### config.mk
export PLATFORM = sky130hd
export DESIGN_NAME = wheel_tick_accumulator_flat
export DESIGN_NICKNAME = d
export VERILOG_FILES = /design/src/rtl/wheel_tick_accumulator_pkg.sv /design/src/rtl/wheel_tick_accumulator_if.sv /design/src/rtl/wheel_tick_accumulator_tick_sync_edge.sv /design/src/rtl/wheel_tick_accumulator.sv /design/src/flat_wrapper.sv
export SDC_FILE = /design/constraint.sdc
export NUM_CORES = 1
export LEC_CHECK = 0
export ABC_CLOCK_PERIOD_IN_PS = 3250
export BUFFER_PORTS_ARGS = -buffer_cell sky130_fd_sc_hd__clkbuf_2
export CORE_UTILIZATION = 65
export CTS_CLUSTER_DIAMETER = 60
export CTS_CLUSTER_SIZE = 14
export DETAILED_ROUTE_END_ITERATION = 12
export PLACE_DENSITY = 0.84
export SYNTH_ARGS = -nofsm -noshare
export SYNTH_HDL_FRONTEND = slang
export SYNTH_SLANG_ARGS = --single-unit
### constraint.sdc
create_clock -name clk -period 3.25 [get_ports clk]
set_input_delay 0.65 -clock clk [delete_from_list [all_inputs] [get_ports clk]]
set_output_delay 0.65 -clock clk [all_outputs]
set_load 0.05 [all_outputs]
### src/rtl/wheel_tick_accumulator_pkg.sv
// Shared position types: delta operand width, saturation limit and the
// accumulator state encoding used by the tick accumulator and the position adder.
package wheel_tick_accumulator_pkg;

  localparam int               DELTA_W   = 3;
  localparam logic [DELTA_W-1:0] DELTA_MAX = 3'd7;

  typedef enum logic [1:0] {
    IDLE    = 2'd0,
    COUNT   = 2'd1,
    PENDING = 2'd2
  } acc_state_e;

  typedef struct packed {
    logic [DELTA_W-1:0] value;
    logic               sat;
  } sat_sum_t;

  // Adds a single tick to a running count, pinning at DELTA_MAX.
  function automatic sat_sum_t sat_add(input logic [DELTA_W-1:0] a, input logic b);
    sat_sum_t r;
    if (b && (a == DELTA_MAX)) begin
      r.value = DELTA_MAX;
      r.sat   = 1'b1;
    end else begin
      r.value = a + {{(DELTA_W-1){1'b0}}, b};
      r.sat   = 1'b0;
    end
    return r;
  endfunction

endpackage

### src/rtl/wheel_tick_accumulator_if.sv
// Valid/ready channel carrying the saturated tick delta to the position adder.
interface wheel_tick_accumulator_if;
  import wheel_tick_accumulator_pkg::*;

  logic [DELTA_W-1:0] delta;
  logic               delta_ovf;
  logic               delta_valid;
  logic               delta_ready;

  modport master (output delta, output delta_ovf, output delta_valid, input delta_ready);
  modport slave  (input delta, input delta_ovf, input delta_valid, output delta_ready);

endinterface

### src/rtl/wheel_tick_accumulator_tick_sync_edge.sv
// Synchronises an asynchronous pulse input and emits a registered one-cycle
// tick per rising edge; input edge to tick is SYNC_STAGES+1 cycles.
module tick_sync_edge #(
  parameter int SYNC_STAGES = 2
) (
  input  logic clk,
  input  logic rst_n,
  input  logic async_in,
  output logic tick
);

  logic [SYNC_STAGES-1:0] sync_q, sync_d;
  logic                   prev_q, prev_d;
  logic                   tick_q, tick_d;

  // NOTE: every variable gets a value before any branch so no latch is inferred.
  always_comb begin
    sync_d = {sync_q[SYNC_STAGES-2:0], async_in};
    prev_d = sync_q[SYNC_STAGES-1];
    tick_d = sync_q[SYNC_STAGES-1] & ~prev_q;
  end

  // NOTE: state registers use non-blocking assignments so all flops update together.
  always_ff @(posedge clk or negedge rst_n) begin
    if (!rst_n) begin
      sync_q <= '0;
      prev_q <= 1'b0;
      tick_q <= 1'b0;
    end else begin
      sync_q <= sync_d;
      prev_q <= prev_d;
      tick_q <= tick_d;
    end
  end

  assign tick = tick_q;

endmodule

### src/rtl/wheel_tick_accumulator.sv
// Counts encoder ticks per fixed window and hands a saturated 3-bit delta to
// the position adder; ticks keep accumulating while the consumer stalls.
module wheel_tick_accumulator
  import wheel_tick_accumulator_pkg::*;
#(
  parameter int WINDOW_CYCLES = 50000,
  parameter int SYNC_STAGES   = 2
) (
  input  logic                     clk,
  input  logic                     rst_n,
  input  logic                     enc_tick,
  input  logic                     enable,
  wheel_tick_accumulator_if.master out_if
);

  localparam int             CNT_W    = $clog2(WINDOW_CYCLES);
  localparam logic [CNT_W-1:0] CNT_LAST = CNT_W'(WINDOW_CYCLES - 1);

  acc_state_e         state_q, state_d;
  logic [CNT_W-1:0]   cnt_q, cnt_d;
  logic [DELTA_W-1:0] acc_q, acc_d;
  logic               ovf_q, ovf_d;
  logic [DELTA_W-1:0] delta_q, delta_d;
  logic               delta_ovf_q, delta_ovf_d;
  logic               valid_q, valid_d;

  logic     tick;
  logic     win_end;
  logic     slot_free;
  logic     transfer;
  sat_sum_t sum;

  tick_sync_edge #(.SYNC_STAGES(SYNC_STAGES)) u_sync (
    .clk      (clk),
    .rst_n    (rst_n),
    .async_in (enc_tick),
    .tick     (tick)
  );

  always_comb begin
    state_d     = state_q;
    cnt_d       = cnt_q;
    acc_d       = acc_q;
    ovf_d       = ovf_q;
    delta_d     = delta_q;
    delta_ovf_d = delta_ovf_q;
    valid_d     = valid_q;
    transfer    = 1'b0;

    sum       = sat_add(acc_q, tick);
    win_end   = (cnt_q == CNT_LAST);
    slot_free = !valid_q || out_if.delta_ready;

    if (valid_q && out_if.delta_ready) valid_d = 1'b0;

    // Disabling discards the partial window but leaves a held delta untouched.
    if (!enable) begin
      state_d = IDLE;
      cnt_d   = '0;
      acc_d   = '0;
      ovf_d   = 1'b0;
    end else begin
      case (state_q)
        IDLE: state_d = COUNT;
        COUNT, PENDING: begin
          cnt_d = win_end ? '0 : cnt_q + CNT_W'(1);
          acc_d = sum.value;
          ovf_d = ovf_q | sum.sat;
          if (state_q == PENDING) begin
            if (slot_free) begin
              transfer = 1'b1;
              state_d  = COUNT;
            end
          end else if (win_end) begin
            if (slot_free) transfer = 1'b1;
            else           state_d  = PENDING;
          end
        end
        default: state_d = IDLE;
      endcase
    end

    // The tick of the transfer cycle belongs to the value being handed off.
    if (transfer) begin
      delta_d     = sum.value;
      delta_ovf_d = ovf_q | sum.sat;
      valid_d     = 1'b1;
      acc_d       = '0;
      ovf_d       = 1'b0;
    end
  end

  always_ff @(posedge clk or negedge rst_n) begin
    if (!rst_n) begin
      state_q     <= IDLE;
      cnt_q       <= '0;
      acc_q       <= '0;
      ovf_q       <= 1'b0;
      delta_q     <= '0;
      delta_ovf_q <= 1'b0;
      valid_q     <= 1'b0;
    end else begin
      state_q     <= state_d;
      cnt_q       <= cnt_d;
      acc_q       <= acc_d;
      ovf_q       <= ovf_d;
      delta_q     <= delta_d;
      delta_ovf_q <= delta_ovf_d;
      valid_q     <= valid_d;
    end
  end

  assign out_if.delta       = delta_q;
  assign out_if.delta_ovf   = delta_ovf_q;
  assign out_if.delta_valid = valid_q;

endmodule

### src/flat_wrapper.sv
// flat-port wrapper written by rule: the top's interface ports become plain ports
module wheel_tick_accumulator_flat import wheel_tick_accumulator_pkg::*;
#(
  parameter int WINDOW_CYCLES = 50000,
  parameter int SYNC_STAGES   = 2
)
  (clk, rst_n, enc_tick, enable, out_if_delta, out_if_delta_ovf, out_if_delta_valid, out_if_delta_ready);
  wheel_tick_accumulator_if out_if_i ();
  input  logic clk;
  input  logic rst_n;
  input  logic enc_tick;
  input  logic enable;
  output wire logic [$bits(out_if_i.delta)-1:0] out_if_delta;
  output wire logic [$bits(out_if_i.delta_ovf)-1:0] out_if_delta_ovf;
  output wire logic [$bits(out_if_i.delta_valid)-1:0] out_if_delta_valid;
  input wire logic [$bits(out_if_i.delta_ready)-1:0] out_if_delta_ready;
  assign out_if_delta = out_if_i.delta;
  assign out_if_delta_ovf = out_if_i.delta_ovf;
  assign out_if_delta_valid = out_if_i.delta_valid;
  assign out_if_i.delta_ready = out_if_delta_ready;
  wheel_tick_accumulator #(.WINDOW_CYCLES(WINDOW_CYCLES), .SYNC_STAGES(SYNC_STAGES)) u_core (.clk(clk), .rst_n(rst_n), .enc_tick(enc_tick), .enable(enable), .out_if(out_if_i));
endmodule
* Yosys cells after proc, flatten, opt, wreduce, memory -nomap -nowiden *
Cells that the tools add are included.

cells by class
  $add $sub $neg = 2
  equality and inequality tests = 9
  mux-type cells = 23
  bitwise operators = 3
  reductions and logical operators = 8

operators with widths
  kind                   count
  $mux 16                3
  $add 16x1->16 const B  1
  $eq 16x16->1 const B   1
  $mux 1                 10
  $mux 2                 5
  $mux 3                 3
  $mux 4                 1
  $ne 4x2->1 const B     1
  $ne 4x3->1 const B     1
  $ne 4x4->1 const B     1
  $pmux 2 s2             1
  $add 3x1->3            1
  $eq 3x3->1 const B     1
  $ne 3x1->1 const B     1
  $reduce_and 3->1       1
  $eq 2x1->1 const B     1
  $eq 2x2->1 const B     1
  $logic_and 1x1->1      2
  $logic_not 2->1        1
  $ne 2x1->1 const B     1
  $reduce_bool 2->1      1
  $reduce_or 2->1        1
  $and 1x1->1            1
  $logic_not 1->1        1
  other kinds (3)        3

word-level totals
  bits in registers = 31
  bits of input ports = 5
  output and inout bits = 5
  word-level logic and storage cells = 55

* Logic depth before layout (Yosys ltp) *
  depth in word-level cells = 8
  gate-level depth with buffers = 7
  gate-level depth less buffers = 6

* Hierarchy *
A second synthesis with hierarchy kept.

second synthesis, totals
  cell total of the unflattened synthesis = 167
  area total of the unflattened synthesis = 1715.4 µm²

modules (own cells, without submodules)
  module                  instances  cells an instance  area an instance (µm²)  sequential area each (µm²)
  wheel_tick_accumulator  1          162                1601.5                  675.6
  tick_sync_edge          1          5                  113.9                   100.1

* Worst setup path after synthesis *
Ideal clock, no wire load.

  path type = register to register
  start point = reg u_core.state_q[0]
  end point = reg u_core.cnt_q[11]
  library setup time = 0.078 ns
  arrival = 1.628 ns
  required time = 3.172 ns
  setup slack = 1.544 ns
  stages on the path, launching flop included = 8
  path buffers = 2
  clock period less this slack = 1.706 ns
  cells stage by stage = dfrtp_1 -> inv_1 -> ha_1 -> clkbuf_1 -> nor2_1 -> clkbuf_1 -> a31oi_1 -> a21oi_1

between the ends
  cells in the longest elaborated chain, start to end = 3
  elaborated cells between the ends (all ways) = 4
  those cells by class = eq/ne (3); reduce/logical (1)

ends and longest elaborated chain
  element                                          RTL line                       text
  start, declared                                  wheel_tick_accumulator.sv:19   acc_state_e state_q, state_d;
  start signal, assigned                           wheel_tick_accumulator.sv:103  state_q <= state_d;
  $eq 2x1->1 / $eq 2x2->1 (equally long branches)  wheel_tick_accumulator.sv:63   case (state_q)
  $reduce_or 2->1 (*)                              wheel_tick_accumulator.sv:63
  $ne 2x1->1 (no source line) (*)                  n/a
  end signal, assigned                             wheel_tick_accumulator.sv:104  cnt_q <= cnt_d;
  end, declared                                    wheel_tick_accumulator.sv:20   logic [CNT_W-1:0] cnt_q, cnt_d;

Every way passes the cells marked *; elsewhere a longest branch is shown, timed or not.
A chain may end at the register's enable or synchronous reset.

* Worst setup path in the final report *
  start point = reg u_core.state_q[1]
  end point = reg u_core.delta_q[2], in the netlist u_core.out_if.delta[2]

between the ends
  cells in the longest elaborated chain, start to end = 4
  elaborated cells between the ends (all ways) = 6
  those cells by class = eq/ne (2); mux (3); reduce/logical (1)

ends and longest elaborated chain
  element                                           RTL line                                                    text
  $eq 2x2->1 / $eq 2x1->1 (equally long branches)   wheel_tick_accumulator.sv:63, wheel_tick_accumulator.sv:69
  $mux 1 / $reduce_or 2->1 (equally long branches)  wheel_tick_accumulator.sv:69, wheel_tick_accumulator.sv:63
  $mux 1 (*)                                        wheel_tick_accumulator.sv:63
  $mux 1 (*)                                        wheel_tick_accumulator.sv:57                                if (!enable) begin
  end signal, assigned                              wheel_tick_accumulator.sv:107                               delta_q <= delta_d;
  end, declared                                     wheel_tick_accumulator.sv:23                                logic [DELTA_W-1:0] delta_q, delta_d;

Marked as above.

==> results by group <==
CTS
  • CTS max path bufs: 2
  • Clk Latency, worst-skew pair: approximately 0.35 ns
  • Clock sinks: 31
  • Clk root buf: clkbuf_4
  • Worst-path clk slew: between 0.1 and 0.15 ns
  • H-tree depth: 2
  • CTS Buf Count: 5
  • CTS tree: built
  • Post-CTS Resized: 0
  • # hold bufs at CTS: 0
  • Postcts setup bufs: 0

Finish
  • Design area: approximately 0.0020 mm2
  • Layout area overhead: 6.75%
  • Layout Cells excl Fill: 232
  • Commonest non-fill, non-tap cell in the layout: dfrtp_1
  • # nets final: 213
  • # diodes: 0
  • Final core utilization: approximately 73%
  • Most frequent cells in the layout: dfrtp_1, nand2_1, nor2_1, nand3_1
  • Share of layout cells above drive strength 1: 12.9%

Logic synthesis
  • Post-synth EDFFs: 0
  • Synth unique cells: ~50
  • Mapped Area: around 0.0019 mm2
  • Yosys top cell area share: roughly two fifths
  • Post-synthesis compound-gate area fraction: between 10% and 20%
  • Yosys top cell by area: dfrtp_1
  • Mux cell area share after synthesis: between 1 and 1.5%
  • Syn_area_per_cell: 9.80 um2
  • Mapped Cells: roughly 190
  • Simple-Gate Fraction of Synth Area: 29.3%
  • Synth Area in XOR/XNOR: around 1.4%
  • Synth Area in Adders: between 5 and 6%
  • Mapped Nets: between 200 and 250
  • Yosys Warn Count: 0
  • Largest cells by area after synthesis: dfrtp_1, ha_1, nand3_1, a31oi_1, nand2_1
  • Seq/Total Area, Yosys: between 40% and 50%
  • Main combinational cell family by area after synthesis: simple AND/OR/NAND/NOR gates
  • Post-synthesis async set-or-reset flop share: 100%
  • Ys flop type: dfrtp_1
  • #FFs+latches synth: 31

Routing
  • Antenna viol nets, final: 0
  • DRT Wirelength: 4.09 mm
  • Total vias in the final route: approximately 1600
  • Via density: between 6 and 7
  • DRT iter0 DRCs: 85
  • Wire per inst: ~18 um
  • Number of remaining DRC errors: 0
  • First-pass DRT Iterations: 4

Setup path
  • Arrival time at the worst endpoint: around 2.5 ns
  • RR Endpoint: u_core.out_if.delta[2]
  • Path depth of the worst reg2reg path: 6
  • Slowest stage cell, crit path: and2_1
  • Critical path's largest stage delay: 0.69 ns
  • Worst Path Required: about 3.5 ns
  • Reg-to-reg setup timing slack: around 0.94 ns
  • Crit Path Class: register to register
  • CP delay by family, top: simple AND/OR/NAND/NOR gates
  • Reg2reg start: u_core.state_q[1]
  • CP Launch Point: u_core.state_q[1]
  • CP max FO: 22
  • CP Capture Type: register
  • Critical path cell sequence: inv_1 -> ha_1 -> and2_1 -> nand3_1 -> a21oi_1 -> a2bb2oi_1
  • Worst Setup Start Kind: register
  • Worst Path Buf+Inv: 1

Power
  • Clock power share: about 23%
  • Int Pwr: 817 uW
  • Power Density: slightly below 700 mW/mm2
  • Seq pwr share: between 30% and 40%
  • Switching power total: slightly below 600 uW
  • Sw Share: between 40% and 50%
  • Combinational share of power: between 40% and 50%
  • Leak pwr: between 0.0008 and 0.0009 uW
  • Worst vdd rail ir drop: around 0.68 mV

Place
  • DP HPWL: around 2.9 mm
  • Placed cells: 224
  • Post-Place Cell Area: approximately 0.0019 mm2
  • PortBufs: 9
  • GPL Wtd Cong: approximately 0.93

STA
  • RSZ-0062 raised after global routing: false
  • Max Freq: roughly 430 MHz
  • Setup TNS: 0 ns
  • Worst clock skew: ~0.017 ns
  • Worst slew pin tran: about 0.8 ns
  • Final min period: between 2 and 2.5 ns
  • Final setup violation count: 0
  • Max Slew Vio Count: 0
  • Relative slew slack: about 47%
  • Fin crit share: between 70% and 80%
  • Final hold vios: 0

Floorplan
  • Initial Utilization: 68.6%
  • FP Rows: 19
  • Die height: approximately 56 um
  • I/O pin count: 10
  • Width of the chip: around 56 um
  • Die footprint: about 0.0031 mm2
  • Core area: approximately 0.0028 mm2

GRT
  • First-pass GRT wire length: slightly above 7 mm
  • Antenna violations before repair: 0
  • Total track usage: 29.5%
  • Pin count of the biggest net entering global routing: 32
  • Remaining global-route overflow: 0
  • Vias in the first global route: about 1500

Hold path
  • Hold Crit Class: primary input to async pin

Run
  • Max_cap viols: 0

Run status
  • Status: completed
logic make-up (layout without fill, tap and decap cells):
family / count (synthesis) / in the layout
simple gates: 88 / 88
fa+ha+maj: 8 / 8
compound gates: 44 / 44
mux: 2 / 2
flops: 31 / 31
buf+inv: 17 / 25
xor+xnor: 3 / 3
how the worst max path moves through the flow:
stage | to | slack [ns] | cells past startpoint
2_1_floorplan | u_core.cnt_q[11] | 1.54 | 7
3_3_place_gp | u_core.cnt_q[6] | 1.11 | 5
3_5_place_dp | u_core.out_if.delta[2] | 1.01 | 6
4_1_cts | u_core.out_if.delta[2] | 0.97 | 6
5_1_grt | u_core.cnt_q[6] | 0.74 | 5
6_report | u_core.out_if.delta[2] | 0.94 | 6
registers in the layout, summed over array words and instances (netlist names):
signal / count
u_core.out_if.delta_ovf: 1
u_core.u_sync.tick: 1
u_core.out_if.delta: 3
u_core.acc_q: 3
u_core.u_sync.prev_q: 1
u_core.state_q: 2
u_core.u_sync.sync_q: 2
u_core.cnt_q: 16
u_core.ovf_q: 1
u_core.out_if.delta_valid: 1
stage by stage:
stage,hold slack [ns],worst slack (ns),total power [uW]
after floorplan,0.331,1.54,948
after global placement,0.344,1.11,1050
after detailed placement,0.342,1.01,1070
after CTS,0.374,0.972,1400
after global routing,0.380,0.742,1490
final,0.352,0.942,1400
routing by layer:
| metal | up-vias | track usage (%) | part of all wire (%) |
|---|---|---|---|
| met4 | 0 | 11.8 | 1.8 |
| met1 | 787 | 39.8 | 45 |
| met2 | 54 | 46.3 | 48 |
| met5 | - | 0 | 0 |
| li1 | 755 | - | - |
| met3 | 11 | 7.21 | 5.1 |
power groups by stage:
stage                     registers (uW)  logic, uW  clock network (uW)
after global placement               495        553                   0
final                                497        580                 320
after detailed placement             502        572                   0
after global routing                 504        642                 340
after CTS                            495        579                 322
after floorplan                      581        367                   0
cell usage after synthesis, drive strengths merged (2+ instances only):
master   count
dfrtp       31
o2bb2ai      3
ha           8
a41oi        3
nor2b        3
a31oi        9
or4          4
and4b        2
a31o         2
buf          2
nand2       15
clkbuf       7
and4         3
inv          8
a21oi        6
a22o         3
a2bb2oi      5
and2         2
nand2b       4
nor2        13
xor2         3
o2111ai      3
nand4       10
and3         5
o21ai        6
and4bb       2
nor3         5
nand3       12
layout make-up:
cell class	count	area (um2)
clock inverter	2	35.0
clock buffer	6	51.3
timing repair buffer	9	45.0
fill	189	739
inverter	8	30.0
multi-input combinational	145	1040
sequential	31	776
tap	31	38.8
Note: power is estimated with default switching activity, not from simulation.
